### src/rtl/ex_cplt_pipe_if.sv
// Issue, branch-resolution and completion signals of the execute completion pipe.
// The master drives issue/resolution and observes completion; the slave is the pipe.
interface ex_cplt_pipe_if #(
  parameter int PRF_IDX_W = 6,
  parameter int ROB_IDX_W = 5,
  parameter int BR_MASK_W = 5,
  parameter int FU_SEL_W  = 3
);
  logic                 iss_vld_i;
  logic [PRF_IDX_W-1:0] iss_dest_tag_i;
  logic [FU_SEL_W-1:0]  iss_fu_sel_i;
  logic [ROB_IDX_W-1:0] iss_rob_idx_i;
  logic [BR_MASK_W-1:0] iss_br_mask_i;
  logic                 rob_br_pred_correct_i;
  logic                 rob_br_recovery_i;
  logic [BR_MASK_W-1:0] rob_br_tag_fix_i;
  logic                 cplt_vld_o;
  logic [ROB_IDX_W-1:0] cplt_rob_idx_o;
  logic                 cdb_vld_o;
  logic [PRF_IDX_W-1:0] cdb_tag_o;
  logic                 busy_o;
  logic                 collision_err_o;

  modport master (
    output iss_vld_i, iss_dest_tag_i, iss_fu_sel_i, iss_rob_idx_i, iss_br_mask_i,
    output rob_br_pred_correct_i, rob_br_recovery_i, rob_br_tag_fix_i,
    input  cplt_vld_o, cplt_rob_idx_o, cdb_vld_o, cdb_tag_o, busy_o, collision_err_o
  );

  modport slave (
    input  iss_vld_i, iss_dest_tag_i, iss_fu_sel_i, iss_rob_idx_i, iss_br_mask_i,
    input  rob_br_pred_correct_i, rob_br_recovery_i, rob_br_tag_fix_i,
    output cplt_vld_o, cplt_rob_idx_o, cdb_vld_o, cdb_tag_o, busy_o, collision_err_o
  );
endinterface

### src/rtl/ex_cplt_pipe.sv
// Fixed-latency completion shift pipe: ops enter the slot matching their FU latency
// and shift toward slot 0, which drives ROB completion and the CDB broadcast.
module ex_cplt_pipe #(
  parameter int PRF_IDX_W = 6,
  parameter int ROB_IDX_W = 5,
  parameter int BR_MASK_W = 5,
  parameter int FU_SEL_W  = 3,
  parameter int LAT_ALU   = 1,
  parameter int LAT_BR    = 1,
  parameter int LAT_LD    = 2,
  parameter int LAT_ST    = 1,
  parameter int LAT_MULT  = 4,
  parameter int LAT_MAX   = 4,
  parameter int ZERO_TAG  = 0
) (
  input logic clk,
  input logic rst,
  ex_cplt_pipe_if.slave bus
);

  localparam logic [FU_SEL_W-1:0] FU_NONE = FU_SEL_W'(0);
  localparam logic [FU_SEL_W-1:0] FU_ALU  = FU_SEL_W'(1);
  localparam logic [FU_SEL_W-1:0] FU_UBR  = FU_SEL_W'(2);
  localparam logic [FU_SEL_W-1:0] FU_CBR  = FU_SEL_W'(3);
  localparam logic [FU_SEL_W-1:0] FU_LD   = FU_SEL_W'(4);
  localparam logic [FU_SEL_W-1:0] FU_ST   = FU_SEL_W'(5);
  localparam logic [FU_SEL_W-1:0] FU_MUL  = FU_SEL_W'(6);

  typedef struct packed {
    logic                 vld;
    logic [PRF_IDX_W-1:0] dest_tag;
    logic [FU_SEL_W-1:0]  fu_sel;
    logic [ROB_IDX_W-1:0] rob_idx;
    logic [BR_MASK_W-1:0] br_mask;
  } slot_t;

  slot_t                r_slot [LAT_MAX];
  slot_t                w_next [LAT_MAX];
  logic                 r_collision;
  slot_t                w_in;
  int                   w_ins_lat;
  logic                 w_recov;
  logic                 w_clear;
  logic [BR_MASK_W-1:0] w_fix;
  logic [LAT_MAX-1:0]   w_hit;
  logic [LAT_MAX-1:0]   w_shift_vld;
  logic [LAT_MAX-1:0]   w_vld_vec;
  logic                 w_collide;
  logic                 w_s0_kill;
  logic                 w_cplt_vld;
  logic                 w_cdb_vld;

  // Recovery wins over a simultaneous correct-prediction for the same tag.
  assign w_recov = bus.rob_br_recovery_i;
  assign w_clear = bus.rob_br_pred_correct_i && !bus.rob_br_recovery_i;
  assign w_fix   = bus.rob_br_tag_fix_i;

  always_comb begin
    w_ins_lat = 0;
    case (bus.iss_fu_sel_i)
      FU_NONE:        w_ins_lat = 0;
      FU_ALU:         w_ins_lat = LAT_ALU;
      FU_UBR, FU_CBR: w_ins_lat = LAT_BR;
      FU_LD:          w_ins_lat = LAT_LD;
      FU_ST:          w_ins_lat = LAT_ST;
      FU_MUL:         w_ins_lat = LAT_MULT;
      default:        w_ins_lat = LAT_MAX;
    endcase
  end

  always_comb begin
    w_in          = '0;
    w_in.vld      = bus.iss_vld_i && (bus.iss_fu_sel_i != FU_NONE) &&
                    !(w_recov && (|(bus.iss_br_mask_i & w_fix)));
    w_in.dest_tag = bus.iss_dest_tag_i;
    w_in.fu_sel   = bus.iss_fu_sel_i;
    w_in.rob_idx  = bus.iss_rob_idx_i;
    w_in.br_mask  = w_clear ? (bus.iss_br_mask_i & ~w_fix) : bus.iss_br_mask_i;
  end

  genvar gi;
  generate
    for (gi = 0; gi < LAT_MAX; gi++) begin : g_slot
      slot_t w_src;
      slot_t w_sh;

      if (gi < LAT_MAX - 1) begin : g_mid
        assign w_src = r_slot[gi+1];
      end else begin : g_top
        assign w_src = '0;
      end

      // Squash/clear is applied before the collision test so a squashed op never collides.
      always_comb begin
        w_sh = w_src;
        if (w_recov && (|(w_src.br_mask & w_fix)))
          w_sh.vld = 1'b0;
        if (w_clear)
          w_sh.br_mask = w_src.br_mask & ~w_fix;
      end

      assign w_shift_vld[gi] = w_sh.vld;
      assign w_hit[gi]       = w_in.vld && (w_ins_lat == gi + 1);
      assign w_next[gi]      = (w_hit[gi] && !w_sh.vld) ? w_in : w_sh;
      assign w_vld_vec[gi]   = r_slot[gi].vld;
    end
  endgenerate

  assign w_collide = |(w_hit & w_shift_vld);

  always_ff @(posedge clk) begin
    if (rst) begin
      for (int k = 0; k < LAT_MAX; k++)
        r_slot[k] <= '0;
      r_collision <= 1'b0;
    end else begin
      for (int k = 0; k < LAT_MAX; k++)
        r_slot[k] <= w_next[k];
      r_collision <= w_collide;
    end
  end

  // A completing op hit by this cycle's recovery must not reach the ROB or CDB.
  assign w_s0_kill  = w_recov && (|(r_slot[0].br_mask & w_fix));
  assign w_cplt_vld = r_slot[0].vld && !w_s0_kill;
  assign w_cdb_vld  = w_cplt_vld && (r_slot[0].fu_sel != FU_ST) &&
                      (r_slot[0].fu_sel != FU_CBR) &&
                      (r_slot[0].dest_tag != PRF_IDX_W'(ZERO_TAG));

  assign bus.cplt_vld_o      = w_cplt_vld;
  assign bus.cplt_rob_idx_o  = r_slot[0].rob_idx;
  assign bus.cdb_vld_o       = w_cdb_vld;
  assign bus.cdb_tag_o       = w_cdb_vld ? r_slot[0].dest_tag : '0;
  assign bus.busy_o          = |w_vld_vec;
  assign bus.collision_err_o = r_collision;

endmodule

### src/flat_wrapper.sv
// flat-port wrapper written by rule: the top's interface ports become plain ports
module ex_cplt_pipe_flat 
#(
  parameter int PRF_IDX_W = 6,
  parameter int ROB_IDX_W = 5,
  parameter int BR_MASK_W = 5,
  parameter int FU_SEL_W  = 3,
  parameter int LAT_ALU   = 1,
  parameter int LAT_BR    = 1,
  parameter int LAT_LD    = 2,
  parameter int LAT_ST    = 1,
  parameter int LAT_MULT  = 4,
  parameter int LAT_MAX   = 4,
  parameter int ZERO_TAG  = 0
)
  (clk, rst, bus_iss_vld_i, bus_iss_dest_tag_i, bus_iss_fu_sel_i, bus_iss_rob_idx_i, bus_iss_br_mask_i, bus_rob_br_pred_correct_i, bus_rob_br_recovery_i, bus_rob_br_tag_fix_i, bus_cplt_vld_o, bus_cplt_rob_idx_o, bus_cdb_vld_o, bus_cdb_tag_o, bus_busy_o, bus_collision_err_o);
  ex_cplt_pipe_if #(.PRF_IDX_W(PRF_IDX_W), .ROB_IDX_W(ROB_IDX_W), .BR_MASK_W(BR_MASK_W), .FU_SEL_W(FU_SEL_W)) bus_i ();
  input logic clk;
  input logic rst;
  input wire logic [$bits(bus_i.iss_vld_i)-1:0] bus_iss_vld_i;
  input wire logic [$bits(bus_i.iss_dest_tag_i)-1:0] bus_iss_dest_tag_i;
  input wire logic [$bits(bus_i.iss_fu_sel_i)-1:0] bus_iss_fu_sel_i;
  input wire logic [$bits(bus_i.iss_rob_idx_i)-1:0] bus_iss_rob_idx_i;
  input wire logic [$bits(bus_i.iss_br_mask_i)-1:0] bus_iss_br_mask_i;
  input wire logic [$bits(bus_i.rob_br_pred_correct_i)-1:0] bus_rob_br_pred_correct_i;
  input wire logic [$bits(bus_i.rob_br_recovery_i)-1:0] bus_rob_br_recovery_i;
  input wire logic [$bits(bus_i.rob_br_tag_fix_i)-1:0] bus_rob_br_tag_fix_i;
  output wire logic [$bits(bus_i.cplt_vld_o)-1:0] bus_cplt_vld_o;
  output wire logic [$bits(bus_i.cplt_rob_idx_o)-1:0] bus_cplt_rob_idx_o;
  output wire logic [$bits(bus_i.cdb_vld_o)-1:0] bus_cdb_vld_o;
  output wire logic [$bits(bus_i.cdb_tag_o)-1:0] bus_cdb_tag_o;
  output wire logic [$bits(bus_i.busy_o)-1:0] bus_busy_o;
  output wire logic [$bits(bus_i.collision_err_o)-1:0] bus_collision_err_o;
  assign bus_i.iss_vld_i = bus_iss_vld_i;
  assign bus_i.iss_dest_tag_i = bus_iss_dest_tag_i;
  assign bus_i.iss_fu_sel_i = bus_iss_fu_sel_i;
  assign bus_i.iss_rob_idx_i = bus_iss_rob_idx_i;
  assign bus_i.iss_br_mask_i = bus_iss_br_mask_i;
  assign bus_i.rob_br_pred_correct_i = bus_rob_br_pred_correct_i;
  assign bus_i.rob_br_recovery_i = bus_rob_br_recovery_i;
  assign bus_i.rob_br_tag_fix_i = bus_rob_br_tag_fix_i;
  assign bus_cplt_vld_o = bus_i.cplt_vld_o;
  assign bus_cplt_rob_idx_o = bus_i.cplt_rob_idx_o;
  assign bus_cdb_vld_o = bus_i.cdb_vld_o;
  assign bus_cdb_tag_o = bus_i.cdb_tag_o;
  assign bus_busy_o = bus_i.busy_o;
  assign bus_collision_err_o = bus_i.collision_err_o;
  ex_cplt_pipe #(.PRF_IDX_W(PRF_IDX_W), .ROB_IDX_W(ROB_IDX_W), .BR_MASK_W(BR_MASK_W), .FU_SEL_W(FU_SEL_W), .LAT_ALU(LAT_ALU), .LAT_BR(LAT_BR), .LAT_LD(LAT_LD), .LAT_ST(LAT_ST), .LAT_MULT(LAT_MULT), .LAT_MAX(LAT_MAX), .ZERO_TAG(ZERO_TAG)) u_core (.clk(clk), .rst(rst), .bus(bus_i));
endmodule
### config.mk
export PLATFORM = sky130hd
export DESIGN_NAME = ex_cplt_pipe_flat
export DESIGN_NICKNAME = d
export VERILOG_FILES = /design/src/rtl/ex_cplt_pipe_if.sv /design/src/rtl/ex_cplt_pipe.sv /design/src/flat_wrapper.sv
export SDC_FILE = /design/constraint.sdc
export NUM_CORES = 1
export LEC_CHECK = 0
export BUFFER_PORTS_ARGS = -buffer_cell sky130_fd_sc_hd__buf_2
export CORE_AREA = 2 2 110 101
export CTS_BUF_LIST = sky130_fd_sc_hd__clkbuf_2 sky130_fd_sc_hd__clkbuf_4 sky130_fd_sc_hd__clkbuf_8
export CTS_CLUSTER_SIZE = 28
export DETAILED_ROUTE_END_ITERATION = 10
export DIE_AREA = 0 0 112 103
export RECOVER_POWER = 25
export SLEW_MARGIN = 15
export SYNTH_ARGS = -nofsm -noshare
export SYNTH_HDL_FRONTEND = slang
export SYNTH_SLANG_ARGS = --single-unit
### constraint.sdc
create_clock -name clk -period 1.5 [get_ports clk]
set_input_delay 0.3 -clock clk [delete_from_list [all_inputs] [get_ports clk]]
set_output_delay 0.3 -clock clk [all_outputs]
set_load 0.005 [all_outputs]
## Word level (Yosys, flattened, before mapping)

Memories as Yosys holds them, arrays and structs flattened.
Cells that the tools add are included.

| storage, ports and cells | value |
|---|---|
| flip-flop bits (word level) | 1 |
| RAM bits | 80 |
| input port bits | 29 |
| output and inout bits | 15 |
| word-level logic and storage cells | 84 |
| memories kept | 1 |

| cells by class | value |
|---|---|
| equal/unequal tests | 11 |
| mux-type cells | 20 |
| bitwise gates (word level) | 15 |
| reduce and logical (&&, ||, !) cells | 36 |

Memories:

| name | words | width | read ports | clocked after Yosys merged registers in | write ports | RTL line | text |
|---|---|---|---|---|---|---|---|
| u_core.r_slot | 4 | 20 | 4 | 0 | 4 | ex_cplt_pipe.sv:37 | `slot_t r_slot [LAT_MAX];` |

Operators with widths:

| operator | count |
|---|---|
| 20-bit two-way mux | 8 |
| 5-bit AND | 9 |
| 5-bit OR reduction | 5 |
| 5-bit two-way mux | 4 |
| 1-bit logical AND | 19 |
| 3-bit by 2-bit == test with 1-bit output, second input constant | 4 |
| 4-bit OR reduction | 3 |
| 3-bit == test, second input constant | 3 |
| 3-bit one-hot mux with 3 select lines | 1 |
| 3-bit by 1-bit == test with 1-bit output, second input constant | 2 |
| 1-bit logical NOT | 6 |
| 1-bit two-way mux | 6 |
| 6-bit two-way mux | 1 |
| 6-bit nonzero test | 1 |
| 5-bit NOT | 1 |
| 4-bit by 3-bit AND with 4-bit output | 1 |
| 1-bit bitwise OR | 4 |
| 3-bit logical NOT | 1 |
| 3-bit by 2-bit inequality test with 1-bit output, second input constant | 1 |
| 3-bit inequality test, second input constant | 1 |
| 3-bit nonzero test | 1 |

## Longest topological paths before layout

An unclocked memory read counts as a cell.

| depth | value |
|---|---|
| depth in word-level cells | 10 |
| depth in mapped cells | 6 |
| mapped depth without buffers | 4 |

## Worst setup path after synthesis

OpenSTA, ideal clock, no wires.

| timing | value |
|---|---|
| path kind | input port to flip-flop |
| start | input bus_rob_br_tag_fix_i[0] |
| end | memory u_core.r_slot[0][29] (netlist bit) |
| setup time | 72 ps |
| arrival | 1,452 ps |
| data required time | 1,428 ps |
| path slack | -24 ps |
| cell stages on the path | 6 |
| path buffers | 2 |
| cell sequence | a222oi_1 -> a21o_2 -> and3_1 -> buf_6 -> buf_12 -> mux2i_1 |

RTL lines:

| what | RTL line | text |
|---|---|---|
| from (decl) | flat_wrapper.sv:27 | `input wire logic [$bits(bus_i.rob_br_tag_fix_i)-1:0] bus_rob_br_tag_fix_i;` |
| to (decl) | ex_cplt_pipe.sv:37 |  |

==> results.yml <==
outcome:
  status: "finished with violations"
  violations: "setup timing"
critical_path:
  cp.arrival_ns: 1.67
  cp_max_fo: 7
  crit_family: "compound AO/OA/AOI/OAI gates"
  path_cells: "a222oi_1 > and3_1 > o211a_4 > and2_1 > buf_2"
  path_class: "flop to output port"
  end_kind: "output port"
  critPathMaxStageDelay_ns: 0.34
  cpMaxStageDelayCell: "a222oi_1"
  critical_path_buf_inv_count: 1
  critPathLaunchType: "flop"
  required_ns: 1.20
routing:
  routed_wl_um: 6430
  vias_per_cell: 4.29
  wl_per_cell_um: 13.2
  drt.antenna.violating_nets: 0
  drt-pass1-iter-count: 4
  vias: 2095
  drt_iter0_drc: 145
  drc: 0
cells_and_area:
  antenna_cells: 0
  final_cells: 488
  fillers: 1083
  layout.nets: 379
  final_util: 0.368
  syn_to_final_growth_pct: 26.8
  multi_input_area_sq_um: 1370
  register_area_sq_um: 1630
  drive_gt1_frac: 0.287
floorplanning:
  start_util: 0.290
  dieArea_sq_um: 11500
  core_area_sq_um: 10500
  die_w_um: 112
  rows: 36
  pin_count: 44
  die_y_um: 103
clock_tree:
  cts_tree: "built"
  cts_hold_buf: 0
  worstSkewPairLatency_ns: 0.35
  cts-root-buf: "clkbuf_8"
  cts.clk_slew.worst_paths_ns: 0.08
  ctsLongestPathBuffers: 2
  cts_made_buffers: 9
  htree_levels: 3
  clkSinkCount: 81
min_path:
  hold_path_class: "primary input to flop"
global_routing:
  grt_max_degree: 65
  antenna_found_initial: 0
  grt-ovfl-total: 0
  first_global_vias: 2042
  track_usage: 0.116
  grt_pass1_wl_um: 10300
power:
  ir_worst_vdd_uv: 450
  leakagePower_nw: 1.65
  p_per_area_nw_per_um2: 1090
yosys:
  postSynthCellCount: 288
  ys_types: 31
  yosys_warnings: 0
  synth_edf_count: 0
  synth.most_common_cell: "dfxtp_1"
  netlist_area_sq_um: 3060
  synth.top_cell.area_share: 0.530
  synthTopCellsByCount: "81 x dfxtp_1, 39 x nand2b_1, 35 x mux2i_1"
  syn-num-nets: 317
  ys.flop_type: "dfxtp_1"
  seq_area_frac_synth: 0.530
  synthArstFlopShare: 0
  yosys_register_bits: 81
  yosys-top-cells-area: "dfxtp_1 53%, mux2i_1 11%, nand2b_1 8.0%"
  synth_top_area_cell: "dfxtp_1"
  avgSynthCellArea_sq_um: 10.6
sta:
  rsz0062_at_grt: "true"
  setup_viol: 30
  tns_ns: -4.74
  hold_viol_final: 0
  tightestPinTransition_ns: 0.524
  post-route-period-util: 1.31
  clock.fmax_ghz: 0.508
  fin_worst_skew_ns: 0.0102
  fin_ws_ns: -0.468
  post-route-min-period_ns: 1.97
  maxSlewViolCount: 0
  slew_headroom: 0.651
placement:
  placed_cells: 468
  hpwl_um: 4190
  gp_congestion: 0.828
  numPortBuffers: 43
job:
  drv_cap: 0
cell usage in the layout (no fill, tap or decap), types with 2 or more instances in the layout:
cell	count
a222oi_1	5
inv_1	2
nand2b_1	39
and2_1	23
dfxtp_2	4
clkbuf_8	11
buf_2	42
nor2_1	2
nor2b_1	17
dfxtp_1	77
clkinvlp_4	3
buf_4	19
mux2i_1	35
buf_6	3
a22oi_1	5
and3_1	6
buf_12	3
nor3b_1	3
a21oi_1	9
nor3b_2	2
nand2_1	24
metrics by stage:
step                setup slack [ns]  instance area (sq um)  hold slack [ns]  total power, mW
floorplan                    -0.0213                   3060            0.414             2.43
global placement              -0.291                   3510            0.416             2.56
detailed placement            -0.333                   3510            0.426             2.57
CTS                           -0.503                   3860            0.142             4.27
global route                  -0.566                   3880            0.146             4.40
finish                        -0.468                   3880            0.165             4.22
metal layers:
layer	part of all wire	vias up	GRT usage	wire length [um]
met4	0	0	0.0675	0
met3	0.041	0	0.0312	263
met5	0	-	0	0
met1	0.47	967	0.141	3000
met2	0.49	40	0.190	3170
li1	-	1088	-	-
flip-flops by register name (all words and copies together), names as in the netlist:
register,count
u_core.bus.collision_err_o,1
u_core.r_slot,80
path summary, 6_finish.rpt:
path | slack, ns | startpoint | cells past startpoint | to
setup / recovery | -0.47 | u_core.r_slot[0][0]$_SDFF_PP0_ | 5 | bus_cdb_tag_o[1]
hold / removal | 0.17 | bus_iss_dest_tag_i[5] | 2 | u_core.r_slot[0][78]$_SDFF_PP0_
setup reg to reg | -0.12 | u_core.r_slot[0][20]$_SDFF_PP0_ | 5 | u_core.r_slot[0][4]$_SDFF_PP0_
hold reg to reg | 0.44 | u_core.r_slot[0][72]$_SDFF_PP0_ | 1 | u_core.r_slot[0][52]$_SDFF_PP0_
power breakdown:
group	total, mW	internal [mW]	switching [mW]
registers	2.20	2.18	0.0137
clock network	1.66	0.865	0.796
logic	0.358	0.181	0.177
total	4.22	3.23	0.986
cells by family after synthesis:
kind of cell | share of synthesized area
multiplexers | 0.115
AO/OA/AOI/OAI | 0.0609
flip-flops | 0.530
XOR/XNOR | 0.00286
buffers and inverters | 0.0474
AND/OR/NAND/NOR | 0.244
layout make-up:
cell class | instances | area share
flip-flops and latches | 81 | 0.419
multi-input cells | 187 | 0.352
repair buffers | 69 | 0.129
well taps | 133 | 0.0429
clock buffers | 11 | 0.0390
clock inverters | 5 | 0.0158
inverters | 2 | 0.00194
what timing repair did:
action                     in CTS  in global routing
cloned                          2                  0
setup endpoints to repair      47                 49
resized for setup              18                  3
pin swaps                      10                  3
setup buffers                   2                  0
Power figures use the tool's default switching activity.
